<file path="config.mk">
export PLATFORM = sky130hd
export DESIGN_NAME = ram_arb
export DESIGN_NICKNAME = d
export VERILOG_FILES = /design/src/rtl/ram_arb.sv
export SDC_FILE = /design/constraint.sdc
export NUM_CORES = 1
export LEC_CHECK = 0
export CAP_MARGIN = 10
export CORE_AREA = 2 2 74 76
export CTS_CLUSTER_DIAMETER = 80
export CTS_CLUSTER_SIZE = 40
export DETAILED_ROUTE_END_ITERATION = 6
export DIE_AREA = 0 0 76 78
export DONT_BUFFER_PORTS = 1
export SYNTH_ARGS = -nofsm -noshare
export SYNTH_HDL_FRONTEND = slang
export SYNTH_SLANG_ARGS = --single-unit
export TNS_END_PERCENT = 100
</file>
<file path="constraint.sdc">
create_clock -name clk -period 1.76 [get_ports clk]
set_input_delay 0.264 -clock clk [delete_from_list [all_inputs] [get_ports clk]]
set_output_delay 0.264 -clock clk [all_outputs]
set_load 0.01 [all_outputs]
</file>
<file path="src/rtl/ram_arb.sv">
// ram_arb: round-robin arbiter giving two requesters a 3-cycle access to one single-port RAM
module ram_arb #(
    parameter int DEPTH = 12,
    parameter int AW = 8,
    parameter int DW = 8
) (
    input  logic          clk,
    input  logic          rst_n,
    input  logic          req_a,
    input  logic          req_b,
    input  logic          we_a,
    input  logic          we_b,
    input  logic [AW-1:0] addr_a,
    input  logic [AW-1:0] addr_b,
    input  logic [DW-1:0] wdata_a,
    input  logic [DW-1:0] wdata_b,
    output logic          ack_a,
    output logic          ack_b,
    output logic [DW-1:0] rdata_a,
    output logic [DW-1:0] rdata_b,
    output logic          err_a,
    output logic          err_b,
    output logic [AW-1:0] ram_dir,
    output logic [DW-1:0] ram_dato_e,
    output logic          ram_en,
    input  logic [DW-1:0] ram_dato_s
);
    typedef enum logic [1:0] {IDLE, ACCESS, RESP} state_t;
    localparam logic [AW:0] LIMIT = (AW+1)'(DEPTH);
    state_t state, state_nx;
    logic last_b, last_b_nx, sel_b, sel_b_nx, we_l, we_l_nx, ok_l, ok_l_nx;
    logic pick_b, win_we, win_ok;
    logic [AW-1:0] win_addr, dir_nx;
    logic [DW-1:0] win_wdata, dato_nx, rdata_a_nx, rdata_b_nx;
    logic en_nx, ack_a_nx, ack_b_nx, err_a_nx, err_b_nx;
    // B wins only when alone, or on a tie when A was served last
    assign pick_b = req_b & (~req_a | ~last_b);
    assign win_we = pick_b ? we_b : we_a;
    assign win_addr = pick_b ? addr_b : addr_a;
    assign win_wdata = pick_b ? wdata_b : wdata_a;
    assign win_ok = {1'b0, win_addr} < LIMIT;
    always_comb begin
        state_nx = state;
        last_b_nx = last_b;
        sel_b_nx = sel_b;
        we_l_nx = we_l;
        ok_l_nx = ok_l;
        dir_nx = ram_dir;
        dato_nx = ram_dato_e;
        en_nx = 1'b0;
        ack_a_nx = 1'b0;
        ack_b_nx = 1'b0;
        err_a_nx = 1'b0;
        err_b_nx = 1'b0;
        rdata_a_nx = rdata_a;
        rdata_b_nx = rdata_b;
        case (state)
            IDLE: if (req_a || req_b) begin
                state_nx = ACCESS;
                last_b_nx = pick_b;
                sel_b_nx = pick_b;
                we_l_nx = win_we;
                ok_l_nx = win_ok;
                dir_nx = win_addr;
                dato_nx = win_wdata;
                en_nx = win_we & win_ok;
            end
            ACCESS: begin
                state_nx = RESP;
                ack_a_nx = ~sel_b;
                ack_b_nx = sel_b;
                err_a_nx = ~sel_b & ~ok_l;
                err_b_nx = sel_b & ~ok_l;
                rdata_a_nx = (!sel_b && !we_l) ? (ok_l ? ram_dato_s : '0) : rdata_a;
                rdata_b_nx = (sel_b && !we_l) ? (ok_l ? ram_dato_s : '0) : rdata_b;
            end
            default: state_nx = IDLE;
        endcase
    end
    always_ff @(posedge clk or negedge rst_n) begin
        if (!rst_n) begin
            state <= IDLE;
            last_b <= 1'b1;
            sel_b <= 1'b0;
            we_l <= 1'b0;
            ok_l <= 1'b0;
            ram_dir <= '0;
            ram_dato_e <= '0;
            ram_en <= 1'b0;
            ack_a <= 1'b0;
            ack_b <= 1'b0;
            err_a <= 1'b0;
            err_b <= 1'b0;
            rdata_a <= '0;
            rdata_b <= '0;
        end else begin
            state <= state_nx;
            last_b <= last_b_nx;
            sel_b <= sel_b_nx;
            we_l <= we_l_nx;
            ok_l <= ok_l_nx;
            ram_dir <= dir_nx;
            ram_dato_e <= dato_nx;
            ram_en <= en_nx;
            ack_a <= ack_a_nx;
            ack_b <= ack_b_nx;
            err_a <= err_a_nx;
            err_b <= err_b_nx;
            rdata_a <= rdata_a_nx;
            rdata_b <= rdata_b_nx;
        end
    end
endmodule

</file>
After elaboration in Yosys (flattened, before gate mapping)
Index checks and enable logic that the tools add are counted.
{"block": "word_totals", "reg_bits": 43, "input_bits": 46, "out_inout_bits": 37, "wordCells": 47}
{"block": "classes", "n_lt_le_gt_ge": 1, "eq_ne": 2, "muxes": 12, "bitwise": 9, "n_reduce_logical": 9}
{"cell": "$mux W8", "count": 3}
{"cell": "$lt A8 B4 Y1 const B", "count": 1}
{"cell": "$mux W1", "count": 7}
{"cell": "$reduce_and A2 Y1", "count": 3}
{"cell": "$and A1 B1 Y1", "count": 4}
{"cell": "$not A1 Y1", "count": 4}
{"cell": "$pmux W2 S2", "count": 1}
{"cell": "$eq A2 B1 Y1 const B", "count": 1}
{"cell": "$logic_and A1 B1 Y1", "count": 2}
{"cell": "$logic_not A1 Y1", "count": 2}
{"cell": "$logic_not A2 Y1", "count": 1}
{"cell": "$mux W2", "count": 1}
{"cell": "$ne A2 B2 Y1 const B", "count": 1}
{"cell": "$logic_or A1 B1 Y1", "count": 1}
{"cell": "$or A1 B1 Y1", "count": 1}

Logic depth before layout (Yosys ltp)
Gate-level depths: netlist (run 1).
{"block": "logic_depth", "depth_word": 8, "depth_mapped": 6, "ltp_nobuf": 4}

Worst setup path before layout (run 1)
Ideal clock, no wire load.
{"block": "synth_path", "path_kind": "flip-flop to flip-flop", "from": "register state[1]", "to": "register rdata_a[7]", "setup_ns": 0.118, "arrival_ns": 1.208, "required_ns": 1.642, "setup_slack_ns": 0.434, "path_stages_with_launch": 7, "path_buffers": 2, "period_less_slack_ns": 1.326, "path_cell_list": "dfrtp_1 -> nand2b_4 -> or3_1 -> buf_6 -> buf_6 -> nand2_2 -> o21ai_2"}
{"block": "synth_via", "elab_chain_cells": 2}
{"item": "from (decl)", "line": "30", "source": "state_t state, state_nx;"}
{"item": "from (signal assigned)", "line": "97", "source": "state <= state_nx;"}
{"item": "$eq A2 B1 Y1", "line": "57", "source": "case (state)"}
{"item": "$reduce_and A2 Y1 (no line)"}
{"item": "to (signal assigned)", "line": "109", "source": "rdata_a <= rdata_a_nx;"}
{"item": "to (decl)", "line": "19", "source": "output logic [DW-1:0] rdata_a,"}
Every way passes these cells.
A chain may end at the register's enable or synchronous reset.

Worst setup path in the final report (run 1)
{"block": "layout_path", "from": "register state[0]", "to": "register rdata_b[7]"}
{"block": "layout_via", "elab_chain_cells": 2}
{"item": "$eq A2 B1 Y1", "line": "57"}
{"item": "$reduce_and A2 Y1 (no line)"}
{"item": "to (signal assigned)", "line": "110", "source": "rdata_b <= rdata_b_nx;"}
{"item": "to (decl)", "line": "20", "source": "output logic [DW-1:0] rdata_b,"}
Every way passes these cells.

==> results of run 1 <==
routing by layer:
layer / wire, um / global-route usage
met4: 40 / 0.0436
met2: 1890 / 0.229
met1: 1340 / 0.138
met5: 0 / 0
met3: 461 / 0.0721
worst reg2reg max path: stages (launching register included):
cell	delay (ps)
dfrtp_1	430
nand3b_1	130
or2_0	590
o21ai_1	160
cell usage after synthesis:
master    instances
nand2_2           7
or4_4             2
a21boi_2          1
a21oi_1          18
nor3_1            1
nand2b_4          1
or3_1             1
nand3_1           1
clkbuf_8          1
buf_4             1
a21oi_2           3
buf_2             4
o21a_2            1
inv_1             2
nand3b_1          2
buf_6             4
nor2_1           21
a31oi_1           1
o21ai_2           8
mux2i_1          18
dfstp_2           1
nand2_1          17
clkbuf_1          1
or2_0             1
o21ai_1           8
mux2_1            1
a21boi_1          1
dfrtp_1          42
through the flow:
stage	area, sq um	util	instances	hold WS (ps)	worst slack, ps
finish	2030	0.403	242	31.0	309
floorplan	1890	-	170	-31.6	434
global route	2030	0.403	242	27.2	117
global placement	1920	0.381	232	-30.6	364
detailed placement	1920	0.381	232	-30.5	302
CTS	2030	0.403	242	22.6	288
kinds of logic (layout without fill, tap and decap cells):
group	Yosys count	after routing	synth area share
DFF	43	43	0.571
muxes	19	19	0.101
and+or+nand+nor	54	54	0.138
buffers and inverters	13	15	0.0517
AOI/OAI and AO/OA	41	41	0.138
power breakdown:
| group | total (mW) | internal (mW) | switching [mW] | leakage (nW) |
|---|---|---|---|---|
| clock network | 0.599 | 0.277 | 0.321 | 0.0412 |
| logic | 0.957 | 0.408 | 0.549 | 0.316 |
| registers | 1.94 | 1.42 | 0.515 | 0.521 |
| total | 3.49 | 2.11 | 1.39 | 0.878 |
worst max path at each step:
stage | start | to | slack, ps | cells past startpoint
2_1_floorplan | state[1]$_DFFE_PN0P_ | rdata_a[7]$_DFFE_PN0P_ | 430 | 6
3_3_place_gp | state[0]$_DFFE_PN0P_ | rdata_b[0]$_DFFE_PN0P_ | 360 | 3
3_5_place_dp | state[0]$_DFFE_PN0P_ | rdata_b[4]$_DFFE_PN0P_ | 300 | 3
4_1_cts | state[0]$_DFFE_PN0P_ | rdata_b[7]$_DFFE_PN0P_ | 290 | 3
5_1_grt | state[0]$_DFFE_PN0P_ | rdata_b[4]$_DFFE_PN0P_ | 120 | 4
6_report | state[0]$_DFFE_PN0P_ | rdata_b[7]$_DFFE_PN0P_ | 310 | 3
flip-flops by register name (all words and copies together) (netlist names), 2 cells and up:
register / cells
ram_dato_e: 8
ram_dir: 8
rdata_a: 8
rdata_b: 8
state: 2
area by class of cell:
type,count,area share
Sequential cell,43,0.530
Tap cell,70,0.0431
Timing Repair Buffer,5,0.0320
Inverter,2,0.00369
Multi-Input combinational cell,114,0.350
Clock buffer,6,0.0357
Clock inverter,2,0.00615
==> results.yml, run 1 <==
status:
  status: "complete, no violations"
timing:
  slew_viol_final: 0
  fmax_mhz: 689
  hold_viol: 0
  worst_pin_slew_ps: 726
  rsz0062_at_grt: "false"
  min_period_ps: 1450
  relSlewSlack: 0.516
  fin_tns_setup_ps: 0
  skew_ps: 7.80
  fin_crit_sh: 0.825
  setup_viol: 0
critical_path:
  criticalPathCategory: "flip-flop to flip-flop"
  worstPathRequired_ps: 1900
  path_delay_family: "simple AND/OR/NAND/NOR gates"
  r2r_cells: 3
  reg2reg_to: "rdata_b[7]$_DFFE_PN0P_"
  crit_arrival_ps: 1590
  crit_path_end_kind: "flip-flop"
  start_kind: "flip-flop"
  cpPeakStageDelay_ps: 590
  cp_cell_sequence: "nand3b_1 -> or2_0 -> o21ai_1"
  path_buf_inv: 0
  cp_slowest_cell: "or2_0"
  reg2reg_setup_slack_ps: 310
  reg2reg_from: "state[0]$_DFFE_PN0P_"
  cp_max_fo: 16
clock_network:
  cts_resized: 0
  cts_buffers: 5
  cts_sinks: 43
  h-tree-depth: 2
  clkLatencyLatePin_ps: 290
  cts_hold_buf: 2
  cts_root_buf: "clkbuf_8"
  clock_path_buffers: 2
  cts_tree: "yes"
  clk_pin_slew_ps: 80
  post_cts_buffers: 0
global_route:
  grt_pass1_wl_um: 6110
  grt_max_degree: 44
  grt_antenna_before_repair: 0
  track_usage: 0.132
  grt_overflow: 0
  grt_pass1_vias: 1272
finish:
  multi_input_comb_area_sq_um: 712
  layout_common_cells: "dfrtp_1 (42), nor2_1 (21), mux2i_1 (18), a21oi_1 (18), nand2_1 (17)"
  num-fill-cells: 490
  drive_gt1_frac: 0.203
  n_antenna_cell: 0
  area_growth_syn_to_layout_pct: 7.82
  layout.nets: 217
  final-seq-area_sq_mm: 0.00108
  final_common_cell: "dfrtp_1"
power_and_ir_drop:
  power_mw: 3.49
  p_per_area_mw_per_mm2: 1720
  power.leakage_nw: 0.878
  ir_worst_vdd_v: 0.000605
die:
  initial_core_util: 0.374
  die_w_um: 76
  fp-row-count: 26
  dieArea_sq_mm: 0.00593
  pin_count: 83
  die_y_um: 78
  core_area_sq_mm: 0.00504
worst_hold_path:
  holdPathEnd: "last_b$_DFFE_PN1P_"
  hold_class: "input pin to flip-flop"
  hp-start: "req_a"
  hold_path_depth: 1
placement:
  io_buffers: 0
  hpwl_um: 2780
  finalWeightedCongestion: 0.716
yosys:
  yosysTopAreaCell: "dfrtp_1"
  syn_area_per_cell_sq_um: 11.1
  yosys_warnings: 0
  synth_seq_area_share: 0.571
  syn_inst: 170
  synth.distinct_cells: 28
  synth_area_sq_mm: 0.00189
  synth.top_cell.area_share: 0.557
  synth_area_leaders: "dfrtp_1 (56%), mux2i_1 (9.5%), a21oi_1 (4.8%), nor2_1 (4.2%), o21ai_2 (3.7%)"
  synthesis.nets: 216
  yosys_register_bits: 43
detailed_routing:
  drc: 0
  drt_first_iter_violations: 46
  vias: 1242
  drtAntennaViolNets: 0
  firstDrtPassIters: 4
  wl_per_cell_um: 15.4
  routed_wl_um: 3730
  avgViaCountPerCell: 5.13
flow_run:
  maxCapViolCount: 0
Power figures use the tool's default switching activity.
==> run 2, diff against run 1 <==
==> constraint.sdc (replaced) <==
create_clock -name clk -period 1.34 [get_ports clk]
set_input_delay 0.201 -clock clk [delete_from_list [all_inputs] [get_ports clk]]
set_output_delay 0.201 -clock clk [all_outputs]
set_load 0.01 [all_outputs]
==> results.yml, run 2 (same netlist as run 1, synthesis figures left out) <==
timing:
  skew_ps: 6.37
  hold_slack_ps: 53.8
  worst_pin_slew_ps: 361
  fmax_mhz: 750
  fin_crit_sh: 0.996
  hold_viol: 0
  slew_viol_final: 0
  min_period_ps: 1330
  setup_viol: 0
  rsz0062_at_grt: "true"
  relSlewSlack: 0.759
finish:
  final_core_util: 0.421
  layout.nets: 222
  multi_input_comb_area_sq_um: 733
  drive_gt1_frac: 0.243
  num-fill-cells: 483
  final-seq-area_sq_mm: 0.00108
  final_common_cell: "dfrtp_1"
  area_growth_syn_to_layout_pct: 12.4
  stdcell_count: 247
  n_antenna_cell: 0
  layout_common_cells: "dfrtp_1 (41), nor2_1 (20), mux2i_1 (18), a21oi_1 (18), nand2_1 (16)"
clock_network:
  clkLatencyLatePin_ps: 290
  cts_tree: "yes"
  cts_root_buf: "clkbuf_8"
  cts_sinks: 43
  clock_path_buffers: 2
  clk_pin_slew_ps: 80
  cts_buffers: 5
  h-tree-depth: 2
power_and_ir_drop:
  seqPwrFrac: 0.540
  ir_worst_vdd_v: 0.000992
  p_per_area_mw_per_mm2: 2240
  power.share.switching: 0.395
  p_int_mw: 2.88
  power_frac_clock: 0.166
  power.leakage_nw: 0.914
  comb_power_share: 0.294
  p_sw_mw: 1.88
detailed_routing:
  drt_first_iter_violations: 32
  routed_wl_um: 3800
  avgViaCountPerCell: 5.11
  vias: 1263
  firstDrtPassIters: 4
  drtAntennaViolNets: 0
  wl_per_cell_um: 15.4
  drc: 0
global_route:
  grt_overflow: 0
  grt_pass1_vias: 1285
  grt_max_degree: 44
  grt_antenna_before_repair: 0
  track_usage: 0.130
  grt_pass1_wl_um: 6090
placement:
  finalWeightedCongestion: 0.710
  placed_cells: 235
  hpwl_um: 2840
  io_buffers: 0
status:
  status: "complete, no violations"
critical_path:
  cp_slowest_cell: "dfrtp_1"
  crit_path_end_kind: "flip-flop"
  path_delay_family: "simple AND/OR/NAND/NOR gates"
  cp_cell_sequence: "nand2b_4 -> or3_4 -> buf_12 -> nand2_2 -> o21ai_2"
  cpPeakStageDelay_ps: 420
  reg2reg_setup_slack_ps: 6
  start_kind: "flip-flop"
  path_buf_inv: 1
  cp_max_fo: 16
  worstPathRequired_ps: 1520
  criticalPathCategory: "flip-flop to flip-flop"
  crit_arrival_ps: 1520
die:
  core_area_sq_mm: 0.00504
  fp-row-count: 26
  pin_count: 83
  die_w_um: 76
  initial_core_util: 0.374
  dieArea_sq_mm: 0.00593
  die_y_um: 78
worst_hold_path:
  hold_class: "input pin to flip-flop"
flow_run:
  maxCapViolCount: 0
==> run 2: per-layer routing <==
layer,routed length (um),up-vias,GRT usage
li1,-,586,-
met1,1430,587,0.136
met2,1860,83,0.226
met3,449,7,0.0616
met4,58,0,0.0545
met5,0,-,0
==> run 2: through the flow <==
stage | setup TNS [ps] | power, mW | instance area [sq um] | worst slack (ps)
6_report | 0 | 4.76 | 2120 | 5.85
5_1_grt | -238 | 5.13 | 2120 | -38.4
4_1_cts | 0 | 4.72 | 2080 | 5.49
3_5_place_dp | -230 | 3.89 | 1950 | -32.4
3_3_place_gp | 0 | 3.76 | 1950 | 27.5
2_1_floorplan | 0 | 3.55 | 1890 | 14.4
==> run 2: final timing paths <==
path	startpoint	end	cells past startpoint
max in group asynchronous	rst_n	last_b$_DFFE_PN1P_	2
max reg2reg	state[1]$_DFFE_PN0P_	rdata_a[7]$_DFFE_PN0P_	5
min reg2reg	sel_b$_DFFE_PN0P_	ack_a$_DFF_PN0_	1
min in group asynchronous	rst_n	rdata_a[3]$_DFFE_PN0P_	2
max	state[1]$_DFFE_PN0P_	rdata_a[7]$_DFFE_PN0P_	5
min	we_b	ram_en$_DFF_PN0_	2
==> run 2: power by group through the flow <==
stage	Combinational, mW	Sequential (mW)	Clock (mW)
finish	1.40	2.57	0.791
global route	1.60	2.66	0.872
CTS	1.34	2.57	0.814
detailed placement	1.31	2.57	0
global placement	1.21	2.55	0
floorplan	1.14	2.40	0
==> run 2: repair_timing <==
item                                   in CTS  in global routing
setup endpoints to repair                  11                 27
endpoints found under the hold margin      44                  0
hold buffers                                3                  0
buffers inserted                            0                  1
gates resized for setup                     1                  8
==> run 2: final cells by class <==
cell class / count / share of cell area
clock buffers: 6 / 0.0342
flip-flops and latches: 43 / 0.509
inverters: 2 / 0.00354
well taps: 70 / 0.0413
clock inverters: 2 / 0.00590
multi-input cells: 114 / 0.346
repair buffers: 10 / 0.0608
==> run 3, diff against run 2 <==
--- a/config.mk
+++ b/config.mk
@@ -7,6 +7,7 @@
 export LEC_CHECK = 0
 export CAP_MARGIN = 10
 export CORE_AREA = 2 2 74 76
+export CTS_BUF_LIST = sky130_fd_sc_hd__clkbuf_4
 export CTS_CLUSTER_DIAMETER = 80
 export CTS_CLUSTER_SIZE = 40
 export DETAILED_ROUTE_END_ITERATION = 6
==> results.yml, run 3 (same netlist as run 1, synthesis figures left out) <==
detailed_routing:
  drc: 0
  routed_wl_um: 3820
  avgViaCountPerCell: 5.07
  firstDrtPassIters: 4
  wl_per_cell_um: 15.2
  drt_first_iter_violations: 25
  vias: 1273
  drtAntennaViolNets: 0
critical_path:
  criticalPathCategory: "flip-flop to flip-flop"
  worstPathRequired_ps: 1590
  crit_path_end_kind: "flip-flop"
  start_kind: "flip-flop"
  r2r_cells: 5
  reg2reg_setup_slack_ps: 1
  cp_max_fo: 16
  crit_arrival_ps: 1580
timing:
  rsz0062_at_grt: "true"
  fin_tns_setup_ps: 0
  fmax_mhz: 747
  relSlewSlack: 0.764
  hold_viol: 0
  setup_viol: 0
  worst_pin_slew_ps: 354
  fin_crit_sh: 0.999
  skew_ps: 10.3
  min_period_ps: 1340
  slew_viol_final: 0
worst_hold_path:
  hold_class: "input pin to flip-flop"
  hold_path_depth: 2
finish:
  area_growth_syn_to_layout_pct: 13.1
  final-seq-area_sq_mm: 0.00108
  num-fill-cells: 485
  layout.nets: 226
  layout_common_cells: "dfrtp_1 (41), nor2_1 (20), mux2i_1 (18), a21oi_1 (18), nand2_1 (16)"
  final_area_sq_mm: 0.00213
  n_antenna_cell: 0
  final_common_cell: "dfrtp_1"
  multi_input_comb_area_sq_um: 733
  drive_gt1_frac: 0.243
die:
  pin_count: 83
  die_y_um: 78
  core_area_sq_mm: 0.00504
  initial_core_util: 0.374
  dieArea_sq_mm: 0.00593
  fp-row-count: 26
  die_w_um: 76
clock_network:
  clk_pin_slew_ps: 130
  cts_sinks: 43
  cts_root_buf: "clkbuf_4"
  clock_path_buffers: 2
  cts_tree: "yes"
  h-tree-depth: 2
  clkLatencyLatePin_ps: 350
  cts_buffers: 5
power_and_ir_drop:
  power.leakage_nw: 0.922
  p_per_area_mw_per_mm2: 2160
  ir_worst_vdd_v: 0.000991
  power_mw: 4.60
placement:
  hpwl_um: 2840
  place_area_sq_mm: 0.00195
  io_buffers: 0
  finalWeightedCongestion: 0.710
global_route:
  grt_pass1_wl_um: 6190
  track_usage: 0.133
  grt_pass1_vias: 1291
  grt_max_degree: 44
  grt_antenna_before_repair: 0
  grt_overflow: 0
status:
  status: "complete, no violations"
flow_run:
  maxCapViolCount: 0
-- run 3: cell count changes in the layout (fill, tap and decap cells not counted) --
cell	delta
clkbuf_1	-1
clkbuf_4	+6
clkbuf_8	-5
dlygate4sd3_1	+4
-- run 3: area by class of cell --
cell class | count | area share
sequential | 43 | 0.506
multi-input combinational | 114 | 0.344
timing repair buffer | 14 | 0.0792
tap | 70 | 0.0411
clock buffer | 6 | 0.0211
clock inverter | 2 | 0.00587
inverter | 2 | 0.00352
-- run 3: what timing repair did --
action,CTS,global route
setup buffers,0,1
hold buffers,6,1
endpoints found under the setup margin,12,26
hold endpoints to repair,45,1
resized for setup,3,6
-- run 3: worst paths after layout --
| check | start | endpoint |
|---|---|---|
| worst max-delay path | state[1]$_DFFE_PN0P_ | rdata_a[7]$_DFFE_PN0P_ |
| worst min-delay path | ram_dato_s[6] | rdata_a[6]$_DFFE_PN0P_ |
| worst max register to register | state[1]$_DFFE_PN0P_ | rdata_a[7]$_DFFE_PN0P_ |
| worst min register to register | sel_b$_DFFE_PN0P_ | ack_a$_DFF_PN0_ |
| max in group asynchronous | rst_n | last_b$_DFFE_PN1P_ |
| min in group asynchronous | rst_n | rdata_a[3]$_DFFE_PN0P_ |
-- run 3: metrics by stage --
stage               utilization  worst slack (ps)  hold slack, ps  instances
CTS                       0.415             0.420            4.47        249
global route              0.423             -33.2            2.18        251
floorplan                     -              14.4           -94.6        170
finish                    0.423              1.18            21.2        251
global placement          0.388              27.5           -93.5        235
detailed placement        0.388             -32.4           -93.6        235
-- run 3: where the power goes --
group          switching (mW)  leakage [nW]  internal [mW]
Clock                   0.409        0.0317          0.223
Combinational           0.754         0.370          0.651
Sequential              0.694         0.520           1.87
-- run 3: routing by layer --
layer,share of wire,GRT usage
met5,0,0
met1,0.38,0.141
met3,0.12,0.0686
met4,0.015,0.0436
met2,0.48,0.229
-- run 3: worst max-delay path, stage by stage (launching register included) --
cell,delay (ps)
dfrtp_1,440
nand2b_4,170
or3_4,340
buf_12,160
nand2_2,70
o21ai_2,50
